===== config.mk =====
export PLATFORM = sky130hd
export DESIGN_NAME = rll_key_manager
export DESIGN_NICKNAME = d
export VERILOG_FILES = /design/src/rtl/rll_key_manager.sv
export SDC_FILE = /design/constraint.sdc
export NUM_CORES = 1
export LEC_CHECK = 0
export CORE_MARGIN = 5
export CORE_UTILIZATION = 40
export DETAILED_ROUTE_END_ITERATION = 6
export HOLD_SLACK_MARGIN = 0.12
export PLACE_DENSITY = 0.69
export SLEW_MARGIN = 10
export SYNTH_ARGS = -nofsm -noshare
export SYNTH_HDL_FRONTEND = slang
export SYNTH_SLANG_ARGS = --single-unit

===== constraint.sdc =====
create_clock -name clk -period 4 [get_ports clk]
set_input_delay 1.2 -clock clk [delete_from_list [all_inputs] [get_ports clk]]
set_output_delay 1.2 -clock clk [all_outputs]
set_load 0.01 [all_outputs]

===== src/rtl/rll_key_manager.sv =====
// rll_key_manager: serial key loader plus XOR/XNOR key-gate layer for an RLL-locked datapath.
//   The key arrives one bit per cycle, LSB first. It is checked on commit and then held in
//   the active key register. That register drives a key-gate layer that sits on a
//   single-stage valid/ready register slice.
// Ports:
//   clk, rst_n                  clock and synchronous active-low reset
//   key_sin, key_sin_valid      serial key bit and its strobe
//   key_commit, key_clear       copy the full shift register into the active key / wipe all key state
//   key_busy, key_loaded        shifting in progress / active key valid
//   key_err, key_count          sticky protocol error / number of bits shifted so far
//   in_valid, in_ready, in_data       upstream beat (in_ready is combinational)
//   out_valid, out_ready, out_data    downstream beat, held until it is taken
module rll_key_manager #(
    parameter int unsigned      KEY_W    = 16,
    parameter int unsigned      DATA_W   = 32,
    parameter logic [KEY_W-1:0] GATE_POL = KEY_W'(16'hA5C3),
    parameter bit               GATE_OFF = 1'b1
) (
    input  logic                         clk,
    input  logic                         rst_n,
    input  logic                         key_sin,
    input  logic                         key_sin_valid,
    input  logic                         key_commit,
    input  logic                         key_clear,
    output logic                         key_busy,
    output logic                         key_loaded,
    output logic                         key_err,
    output logic [$clog2(KEY_W+1)-1:0]   key_count,
    input  logic                         in_valid,
    output logic                         in_ready,
    input  logic [DATA_W-1:0]            in_data,
    output logic                         out_valid,
    input  logic                         out_ready,
    output logic [DATA_W-1:0]            out_data
);

    localparam int unsigned CNT_W = $clog2(KEY_W + 1);
    localparam logic [CNT_W-1:0] CNT_LAST = CNT_W'(KEY_W - 1);

    typedef enum logic [1:0] {
        ST_IDLE  = 2'd0,
        ST_SHIFT = 2'd1,
        ST_FULL  = 2'd2
    } state_t;

    state_t             state;
    logic [KEY_W-1:0]   shift_reg;
    logic [KEY_W-1:0]   active_key;
    logic [DATA_W-1:0]  gate_mask_c;
    logic [DATA_W-1:0]  gated_c;
    logic               accept_c;

    // Key load FSM. Bits enter at the MSB end and move right, so after KEY_W bits
    // the first bit received sits at bit 0.
    always_ff @(posedge clk) begin
        if (!rst_n) begin
            state      <= ST_IDLE;
            shift_reg  <= '0;
            active_key <= '0;
            key_count  <= '0;
            key_loaded <= 1'b0;
            key_err    <= 1'b0;
            key_busy   <= 1'b0;
        end else if (key_clear) begin
            state      <= ST_IDLE;
            shift_reg  <= '0;
            active_key <= '0;
            key_count  <= '0;
            key_loaded <= 1'b0;
            key_err    <= 1'b0;
            key_busy   <= 1'b0;
        end else begin
            unique case (state)
                ST_IDLE, ST_SHIFT: begin
                    if (key_commit) begin
                        key_err <= 1'b1;
                    end
                    if (key_sin_valid) begin
                        shift_reg <= (shift_reg >> 1) | (KEY_W'(key_sin) << (KEY_W - 1));
                        key_count <= key_count + CNT_W'(1);
                        if (key_count == CNT_LAST) begin
                            state    <= ST_FULL;
                            key_busy <= 1'b0;
                        end else begin
                            state    <= ST_SHIFT;
                            key_busy <= 1'b1;
                        end
                    end
                end
                ST_FULL: begin
                    // Extra bits are dropped; they never reach the shift register.
                    if (key_sin_valid) begin
                        key_err <= 1'b1;
                    end
                    if (key_commit) begin
                        active_key <= shift_reg;
                        key_loaded <= 1'b1;
                        key_count  <= '0;
                        state      <= ST_IDLE;
                        key_busy   <= 1'b0;
                    end
                end
                default: begin
                    state    <= ST_IDLE;
                    key_busy <= 1'b0;
                end
            endcase
        end
    end

    // Key-gate layer. A gate bit is inverting unless the key bit equals its polarity bit.
    // Bits at and above KEY_W have a zero mask, so they pass through unchanged.
    always_comb begin
        gate_mask_c = DATA_W'(active_key ^ GATE_POL);
        gated_c     = in_data ^ gate_mask_c;
        if (GATE_OFF && !key_loaded) begin
            gated_c = '0;
        end
    end

    assign in_ready = !out_valid || out_ready;
    assign accept_c = in_valid && in_ready;

    // Single register slice. out_data changes only on an accept.
    always_ff @(posedge clk) begin
        if (!rst_n) begin
            out_valid <= 1'b0;
            out_data  <= '0;
        end else if (accept_c) begin
            out_valid <= 1'b1;
            out_data  <= gated_c;
        end else if (out_ready) begin
            out_valid <= 1'b0;
        end
    end

endmodule


# --- Word level (Yosys, flattened, before mapping) ---
# Index checks and enable logic that the tools add are counted.
classes:
  muxes: 17
  n_lt_le_gt_ge: 0
  eq_ne: 7
  div: 0
  bitwise_logic: 4
  addsub: 1
  shift: 0
  n_mul: 0
  reduce_logical: 13
op_table:
  columns: ["op", "n"]
  rows:
  - ["$mux 32", 1]
  - ["$xor 32x16->32", 1]
  - ["$or 15x16->16", 1]
  - ["$mux 5", 2]
  - ["$pmux 5 s2", 1]
  - ["$ne 2x2->1 const B", 4]
  - ["$not 8->8", 1]
  - ["$mux 1", 7]
  - ["$mux 2", 3]
  - ["$reduce_and 2->1", 3]
  - ["$reduce_and 3->1", 2]
  - ["$add 5x1->5 const B", 1]
  - ["$eq 5x4->1 const B", 1]
  - ["$pmux 1 s2", 2]
  - ["$pmux 2 s2", 1]
  - ["$reduce_bool 2->1", 2]
  - ["$reduce_or 2->1", 2]
  - ["$eq 2x1->1 const B", 1]
  - ["$eq 2x2->1 const B", 1]
  - ["$logic_not 2->1", 1]
  - ["$logic_and 1x1->1", 1]
  - ["$logic_not 1->1", 1]
  - ["$logic_or 1x1->1", 1]
  - ["$not 1->1", 1]
totals:
  output_inout_bits: 42
  wordCells: 51
  reg_bits: 75
  mem_bits_rw: 0
  romBits: 0
  mem_count: 0
  latchBits: 0

# --- Logic depth before layout (Yosys ltp) ---
depth:
  ltp_word: 4
  ltp_mapped: 6

# --- Least setup slack after synthesis ---
# Ideal clock, no wire load.
synth_path:
  path_kind: "input-to-output"
  startpoint: "input port out_ready"
  endpoint: "output port in_ready"
  cell_stages: 4
  arrival_time_ps: 1688
  path_slack_ps: 1112
  required_ps: 2800
  cell_sequence: "nor2b_4 inv_2 buf_6 buf_2"
synth_between:
  elab_chain_cells: 1
synth_rtl:
  columns: ["item", "line_no", "source"]
  rows:
  - ["start, declared", "33", "input logic out_ready,"]
  - ["$logic_or 1x1->1", "121", "assign in_ready = !out_valid || out_ready;"]
  - ["end, declared", "30", "output logic in_ready,"]
# No other way between the ends.

# --- Worst setup path in the final report ---
# Ends and elaborated chain as after synthesis.

==> results.ini <==
[outcome]
status=finished, final reports clean

[cts]
postCtsSetupBuffers=0
cts_root_buffer=clkbuf_8
tritoncts=yes
cts_resized=0
htree_levels=3
cts_buffers=9
cts.sinks=74
ctsHoldBuffers=0
clkTransAtPathRegs_ns=0.07
clk_path_buf_depth=2
insertion_delay_ns=0.35

[min_path]
whs_endpoint=active_key[0]$_SDFFE_PP0P_
hold_depth=2
worstHoldStart=shift_reg[0]$_SDFFE_PP0P_
hp-class=flip-flop to flip-flop

[floorplanning]
die_w_um=94.9
start_util=0.404
pin_count=82
core_um2=7140
die-height_um=94.9
placementRows=31
dieArea_um2=9010

[route]
ant_nets=0
viasPerCell=4.98
wl_met1_um=3020
remaining_drc_errors=0
wire_per_inst_um=13.5
totalWireLength_um=6660
vias=2454
wl_met3_um=442
drt-initial-drc-count=73
firstDrtPassIters=4
highest_layer=met4
dr_wl_met2_um=3100

[setup_path]
reg2reg_slack_ns=2.23
startpoint_type=primary input
cp.required_ns=2.80
critPathSlowestCell=clkdlybuf4s50_1
arrival_ns=2.33
critical_path.max_stage_delay_ns=0.53
path_cells=clkdlybuf4s50_1, nor2b_4, inv_2, clkdlybuf4s50_1
cp-startpoint=out_ready
end_kind=output pin
cp_top_family=buffers and inverters
r2r-end=out_data[13]$_SDFFE_PN0P_
crit_buf_inv=3
path_common_cell=clkdlybuf4s50_1
cp_max_fo=2
critical_path_class=primary input to output pin
r2r_cells=5
reg2reg_from=out_valid$_SDFFE_PN0P_

[placement]
port_buffers=81
place_inst=477
placed_area_um2=3720
place_congestion=0.739
dp_hpwl_um=4570

[power]
power.density_nw_per_um2=374
irDropWorstVdd_uv=191
finalPower_uw=1470
power.leakage_uw=0.00128

[grt]
grt_pass1_vias=2363
grt_max_degree=42
antenna_found_initial=0
grt_pass1_wl_um=10900
grt_overflow=0
groute.usage.overall=0.154

[sta]
min_period_over_period=0.882
rsz0062_at_grt=false
report.final.slew_viol_count=0
fin_tns_setup_ns=0
period_minus_slack_ns=3.53
setup_violations=0
tightest_slew_ns=0.764
hold_viol=0
timing.slew.headroom=0.489
clock.fmax_ghz=0.283
fin_skew_ns=0.00851

[cells_and_area]
drive_above_1_share=0.0584
area_delta_synth_final_pct=36.5
design_area_um2=3940
nFillCells=691
largest_reg_flops=32
antenna_cells=0
final_cells=493
final_nets=431

[logic_synthesis]
synth-edff-count=0
yosysWarnings=0
synth.top_cells.by_count=dfxtp_1 (74), nand2_1 (65), a21oi_1 (38)
ys_ff_latch=74
synthDistinctLibCells=32
synth_ff_type=dfxtp_1
synth_area_um2=2880
avgSynthCellArea_um2=9.10
ys_async_sr_fraction=0
synth_area_leaders=dfxtp_1 (51%), nand2_1 (8.5%), a21oi_1 (6.6%), o2bb2ai_1 (4.9%), a21boi_0 (4.4%)
synth_top_area_cell=dfxtp_1
synth.most_common_cell=dfxtp_1
syn_inst=317
synth_fp_nets=359
ys_seq_area_frac=0.514
synth_top_area_frac=0.514

[run]
maxCapViolCount=0

how the worst max path moves through the flow:
stage | slack, ns | end | cells past startpoint
after floorplan | 1.11 | in_ready | 4
after global placement | 0.46 | in_ready | 4
after detailed placement | 0.47 | in_ready | 4
after CTS | 0.46 | in_ready | 4
after global routing | 0.43 | in_ready | 4
final | 0.47 | in_ready | 4
logic make-up after synthesis:
logic type,synth area share
AND/OR/NAND/NOR,0.172
AO/OA/AOI/OAI,0.200
flip-flops,0.514
buffers and inverters,0.0538
XOR/XNOR,0.0516
adder cells (fa/ha/maj),0.00868
worst register-to-register path, delay by kind of cell (launching register included):
| kind | cells | cell delay (ns) |
|---|---|---|
| buffers and inverters | 2 | 0.28 |
| DFF | 1 | 0.32 |
| AOI/OAI and AO/OA | 1 | 0.35 |
| and+or+nand+nor | 2 | 0.75 |
report_power, final:
part / switching [µW] / internal [µW] / total, µW
registers: 2.26 / 739 / 741
clock network: 269 / 369 / 638
logic: 43.0 / 51.7 / 94.8
area by class of cell:
| class | instances | area [µm²] | area share |
|---|---|---|---|
| clock buffer | 12 | 145 | 0.0369 |
| clock inverter | 4 | 75.1 | 0.0191 |
| inverter | 4 | 15.0 | 0.00381 |
| multi-input combinational | 214 | 1250 | 0.317 |
| sequential | 74 | 1480 | 0.376 |
| tap | 99 | 124 | 0.0315 |
| timing repair buffer | 86 | 848 | 0.216 |
metal layers:
metal	track usage	vias to the layer above
met1	0.190	1132
met2	0.258	74
met3	0.0327	12
met5	0	-
met4	0.0685	0
li1	-	1236
cells in the final DEF (no fill, tap or decap), types with 2 or more instances in the layout:
master,n
a21boi_0,17
a21oi_1,38
buf_4,5
bufinv_16,2
clkbuf_1,2
clkbuf_8,10
clkdlybuf4s50_1,81
clkinvlp_4,2
dfxtp_1,74
ha_1,2
inv_1,3
nand2_1,65
nand2b_1,3
nand3_1,4
nand3b_1,3
nand4_1,17
nor2_1,4
o21ai_0,17
o2bb2ai_1,16
xnor2_1,8
xor2_1,9
metrics by stage:
step | utilization | hold slack (ns) | worst slack, ns
final | 0.552 | 0.462 | 0.472
after global routing | 0.552 | 0.481 | 0.426
after CTS | 0.552 | 0.469 | 0.464
after detailed placement | 0.521 | 0.448 | 0.466
after global placement | 0.521 | 0.444 | 0.463
after floorplan | - | 0.432 | 1.11
No activity file was read; power rests on OpenSTA's default activity.
==> RTL edit 1 (same settings) <==
The parameter `DATA_W` goes from 32 to 16.
--- a/src/rtl/rll_key_manager.sv
+++ b/src/rtl/rll_key_manager.sv
@@ -14,3 +14,3 @@
     parameter int unsigned      KEY_W    = 16,
-    parameter int unsigned      DATA_W   = 32,
+    parameter int unsigned      DATA_W   = 16,
     parameter logic [KEY_W-1:0] GATE_POL = KEY_W'(16'hA5C3),
Ports: changed (resized in_data and out_data); port bits go from 82 to 50. No check against the original RTL was run, so the function may have changed too.
==> RTL edit 1 against the original RTL <==
Routed wire length is 32% lower; clock power shrank 3%; setup slack got worse by 61 ps; sequential cell count decreased by 16; power down 14%; design area fell by 25%; die area fell by 21%; combinational power down 32%; global-route usage down 1.6 points; synthesized area down 24%; critical path type unchanged; critical endpoint unchanged.
==> RTL edit 1: results (changes against the original RTL) <==
| Metric | Value |
|---|---|
| Status | complete, no violations |
| Largest net degree at the start of global routing | 29 (-31%) |
| Top cells by count, synth | nand2_1, dfxtp_1, a21oi_1, o2bb2ai_1, xor2_1 |
| First-pass GRT wire length | 7940 µm (-27%) |
| Total GRT Usage | 0.138 (-0.0161) |
| Min cycle time layout | 3590 ps (+61.2 ps) |
| Hold_sp | shift_reg[11] |
| Worst Path Max Fanout | 4 (+2) |
| Skew-Pair Late Insertion Delay | 330 ps (-20 ps) |
| Synth Net Count | 268 (-25%) |
| Critical Path AT | 2390 ps (+60 ps) |
| Share of layout cells above drive strength 1 | 0.0780 (+0.0196) |
| Clock skew | 8.14 ps (-0.362 ps) |
| Cell Area, Placed | 0.00272 mm² (-27%) |
| Reg-to-Reg Start | state[1] |
| Peak VDD IR | 0.247 mV (+29%) |
| Metal3 WL | 222 µm (-50%) |
| Area contributors post-synth | dfxtp_1, nand2_1, a21oi_1, o2bb2ai_1, xor2_1 |
| Slew at the pin closest to its max-slew limit | 821 ps (+57.0 ps) |
| Vias per cell | 4.76 (-4.3%) |
| Sequential-to-total area share from yosys stat | 0.528 (+0.0148) |
| WL/cell | 12.3 µm (-9.1%) |
| Leak pwr | 0.993 nW (-23%) |
| Vias in the first global route | 1696 (-28%) |
| Nets | 316 (-27%) |
| Syn. warnings | 0 (unchanged) |
| Fillcell total | 510 (-26%) |
| DRT iter0 DRCs | 103 (+41%) |
| WL met2 | 2120 µm (-32%) |
| Initial DRT Pass Iterations | 6 (+2) |
| Routability cong. | 0.746 (+0.91%) |
| Wl on met1 | 2130 µm (-29%) |
| CP peak stage delay | 570 ps (+40 ps) |
| DP HPWL | 2930 µm (-36%) |
[RTL edit 1: cell types whose count changed after synthesis, moves of 2 or more]
cell,before,now
o21ai_0,17,0
a21boi_0,17,1
dfxtp_1,74,58
nand4_1,17,1
clkbuf_1,9,5
buf_2,8,5
clkbuf_2,2,0
[RTL edit 1: worst max-delay path: cells and delay by family]
kind,cells,cell delay (ps)
buf+inv,2,1020
simple gates,1,170
[RTL edit 1: report_power, final]
group / leakage, nW / switching, mW / internal [mW] / total, mW
combinational: 0.407 / 0.0297 / 0.0345 / 0.0642
clock: 0.119 / 0.220 / 0.401 / 0.621
sequential: 0.468 / 0.00212 / 0.580 / 0.582
total: 0.993 / 0.252 / 1.02 / 1.27
[RTL edit 1: cell families (layout without fill, tap and decap cells)]
family | Yosys count | count (layout) | share of synthesized area
adder cells (fa/ha/maj) | 2 | 2 | 0.0114
AND/OR/NAND/NOR | 88 | 88 | 0.178
buffers and inverters | 18 | 71 | 0.0438
XOR/XNOR | 17 | 17 | 0.0678
flip-flops | 58 | 58 | 0.528
AO/OA/AOI/OAI | 59 | 59 | 0.171
[RTL edit 1: stage by stage]
| step | power (mW) | instances | setup WS (ps) | utilization |
|---|---|---|---|---|
| floorplan | 0.624 | 242 | 1400 | - |
| global placement | 0.659 | 351 | 434 | 0.502 |
| detailed placement | 0.660 | 351 | 415 | 0.502 |
| CTS | 1.28 | 367 | 413 | 0.546 |
| global route | 1.32 | 367 | 376 | 0.546 |
| finish | 1.27 | 367 | 411 | 0.546 |
[RTL edit 1: final cells by class]
class | instances | area share
repair buffers | 52 | 0.174
multi-input cells | 166 | 0.318
clock buffers | 12 | 0.0559
flip-flops and latches | 58 | 0.393
clock inverters | 4 | 0.0246
well taps | 72 | 0.0305
inverters | 3 | 0.00381
[RTL edit 1: per-layer routing]
| metal | GRT usage | vias to the layer above |
|---|---|---|
| li1 | - | 910 |
| met1 | 0.167 | 794 |
| met2 | 0.222 | 42 |
| met3 | 0.0454 | 2 |
| met4 | 0.0614 | 0 |
| met5 | 0 | - |
[RTL edit 1: path summary, 6_finish.rpt]
path | slack, ps | to | depth (start not counted)
setup / recovery | 410 | in_ready | 3
hold / removal | 460 | shift_reg[10] | 2
setup reg to reg | 2500 | active_key[13] | 3
hold reg to reg | 460 | shift_reg[10] | 2
==> RTL edit 2 (same settings) <==
Made on the original files. Put one more register stage on the output `key_err`, without a reset. The value now appears one clock later. The other outputs are not delayed to match.
--- a/src/rtl/rll_key_manager.sv
+++ b/src/rtl/rll_key_manager.sv
@@ -45,2 +45,4 @@
 
+    logic key_err_s0;
+
     state_t             state;
@@ -61,3 +63,3 @@
             key_loaded <= 1'b0;
-            key_err    <= 1'b0;
+            key_err_s0 <= 1'b0;
             key_busy   <= 1'b0;
@@ -69,3 +71,3 @@
             key_loaded <= 1'b0;
-            key_err    <= 1'b0;
+            key_err_s0 <= 1'b0;
             key_busy   <= 1'b0;
@@ -75,3 +77,3 @@
                     if (key_commit) begin
-                        key_err <= 1'b1;
+                        key_err_s0 <= 1'b1;
                     end
@@ -92,3 +94,3 @@
                     if (key_sin_valid) begin
-                        key_err <= 1'b1;
+                        key_err_s0 <= 1'b1;
                     end
@@ -136,2 +138,6 @@
 
+    always_ff @(posedge clk) begin
+        key_err <= key_err_s0;
+    end
+
 endmodule
Check against the original RTL: not equivalent (Yosys sat finds a counterexample within 4 cycles, from zero or initial values and one cycle with rst_n low).
==> RTL edit 2 against the original RTL <==
First-iteration DRC count grew 15%; sequential power up 1%; power down 8.7%; synthesized area up 0.69%; design area fell by 0.67%; count of clock-buffer cells in the layout fell by 1; largest power group unchanged; critical endpoint unchanged; worst hold slack got worse by 110 ps; maximum frequency is 0.89% lower; synthesized cell count grew 0.32%; setup slack lost 32 ps; routed wire length increased by 2.8%; non-clock buffer count grew 1; sequential cell count rose by 1.
==> RTL edit 2: results (changes against the original RTL) <==
| Metric | Value |
|---|---|
| Status | complete, no violations |
| Peak VDD IR | 0.182 mV (-4.7%) |
| Skew-Pair Late Insertion Delay | 330 ps (-20 ps) |
| Clk root buf | clkbuf_8 |
| Crit-path leading delay family | buffers and inverters |
| Register clock-pin slew on the reported worst setup and hold paths | 60 ps |
| Nets | 433 (+0.46%) |
| # Post-CTS Setup Buffers | 0 (unchanged) |
| Tightest Hold Check Type | flop to flop |
| Leak pwr | 1.28 nW (about the same) |
| First-pass GRT wire length | 11300 µm (+3.2%) |
| Largest net degree at the start of global routing | 22 (-48%) |
| DP HPWL | 4790 µm (+4.7%) |
| Max FFs per register | 32 (unchanged) |
| Share of layout cells above drive strength 1 | 0.0609 (+0.00254) |
| Syn. warnings | 0 (unchanged) |
| Initial DRT Pass Iterations | 4 (unchanged) |
| Post-cts repair resize count | 0 (unchanged) |
| Post-synth cell types | 32 (unchanged) |
| Worst Path Max Fanout | 2 (unchanged) |
| Relative slew slack | 0.500 (+0.0110) |
| Vias in the first global route | 2435 (+3.0%) |
| Bufs on Longest Clock Path | 2 (unchanged) |
| Vias per cell | 5.01 (+0.69%) |
| Async S/R FF share, synth | 0 (unchanged) |
| Total GRT Usage | 0.158 (+0.00392) |
| Synth Net Count | 360 (+0.28%) |
| Metal3 WL | 384 µm (-13%) |
| Post-synthesis area per instance | 9.13 µm² (+0.38%) |
| Fillcell total | 672 (-2.7%) |
| CP peak stage delay | 530 ps (about the same) |
| PortBufs | 81 (unchanged) |
| WL met2 | 3260 µm (+5.1%) |
| Inserted Clock Buffers | 9 (unchanged) |
| Placed Instances | 479 (+0.42%) |
| Routability cong. | 0.728 (-1.5%) |
| H-tree levels | 3 (unchanged) |
| Wl on met1 | 3120 µm (+3.2%) |
| Top cells by count, synth | dfxtp_1, nand2_1, a21oi_1 |
| Clock skew | 12.0 ps (+3.46 ps) |
| Area contributors post-synth | dfxtp_1, nand2_1, a21oi_1, o2bb2ai_1, a21boi_0 |
| Critical Path AT | 2360 ps (+30 ps) |
| Uppermost routed layer | met4 |
| Critical-path top delay cell | clkdlybuf4s50_1 |
| Number of antenna diodes | 0 (unchanged) |
| Hold Buf Count CTS | 0 (unchanged) |
| Sum Neg Setup Slack | 0 ps (unchanged) |
| DRT iter0 DRCs | 84 (+15%) |
| Internal | 1.05 mW (-9.4%) |
| WL/cell | 13.9 µm (+2.8%) |
| Sequential-to-total area share from yosys stat | 0.517 (+0.00335) |
| Drt total wl | 6840 µm (+2.8%) |
| Initial antenna violation count | 0 (unchanged) |
## RTL edit 2: changes by cell type after synthesis, sizes merged
cell,delta
dfxtp,+1
## RTL edit 2: final timing paths
kind | slack, ps | depth (start not counted) | from | to
worst max-delay path | 440 | 4 | out_ready | in_ready
worst min-delay path | 360 | 0 | key_err_s0 | key_err
worst max register to register | 2210 | 5 | out_valid | out_data[7]
worst min register to register | 360 | 0 | key_err_s0 | key_err
## RTL edit 2: per-layer routing
layer / GRT usage / vias up
li1: - / 1242
met1: 0.192 / 1161
met2: 0.267 / 60
met3: 0.0339 / 8
met4: 0.0709 / 0
met5: 0 / -
## RTL edit 2: through the flow
step,instance area [µm²],setup slack [ps]
2_1_floorplan,2900,1110
3_3_place_gp,3740,465
3_5_place_dp,3740,443
4_1_cts,3910,433
5_1_grt,3910,410
6_report,3910,441
## RTL edit 2: power by group through the flow
stage          Sequential (mW)  Clock (mW)  Combinational [mW]
2_1_floorplan            0.770           0              0.0418
3_3_place_gp             0.769           0              0.0955
3_5_place_dp             0.769           0              0.0966
4_1_cts                  0.752       0.511              0.0973
5_1_grt                  0.752       0.540               0.104
6_report                 0.752       0.496              0.0964
## RTL edit 2: final cells by class
cell class	count	area, µm²	area share
flip-flops and latches	75	1500	0.384
clock buffers	11	151	0.0387
inverters	4	15.0	0.00384
multi-input cells	214	1250	0.319
repair buffers	87	856	0.219
well taps	99	124	0.0317
clock inverters	3	15.0	0.00384
## RTL edit 2: kinds of logic after synthesis
family                     share of synthesized area
DFF                                            0.517
adders and majority gates                    0.00862
buffers and inverters                         0.0534
AOI/OAI and AO/OA                              0.199
xor gates and xnor gates                      0.0513
and+or+nand+nor                                0.171
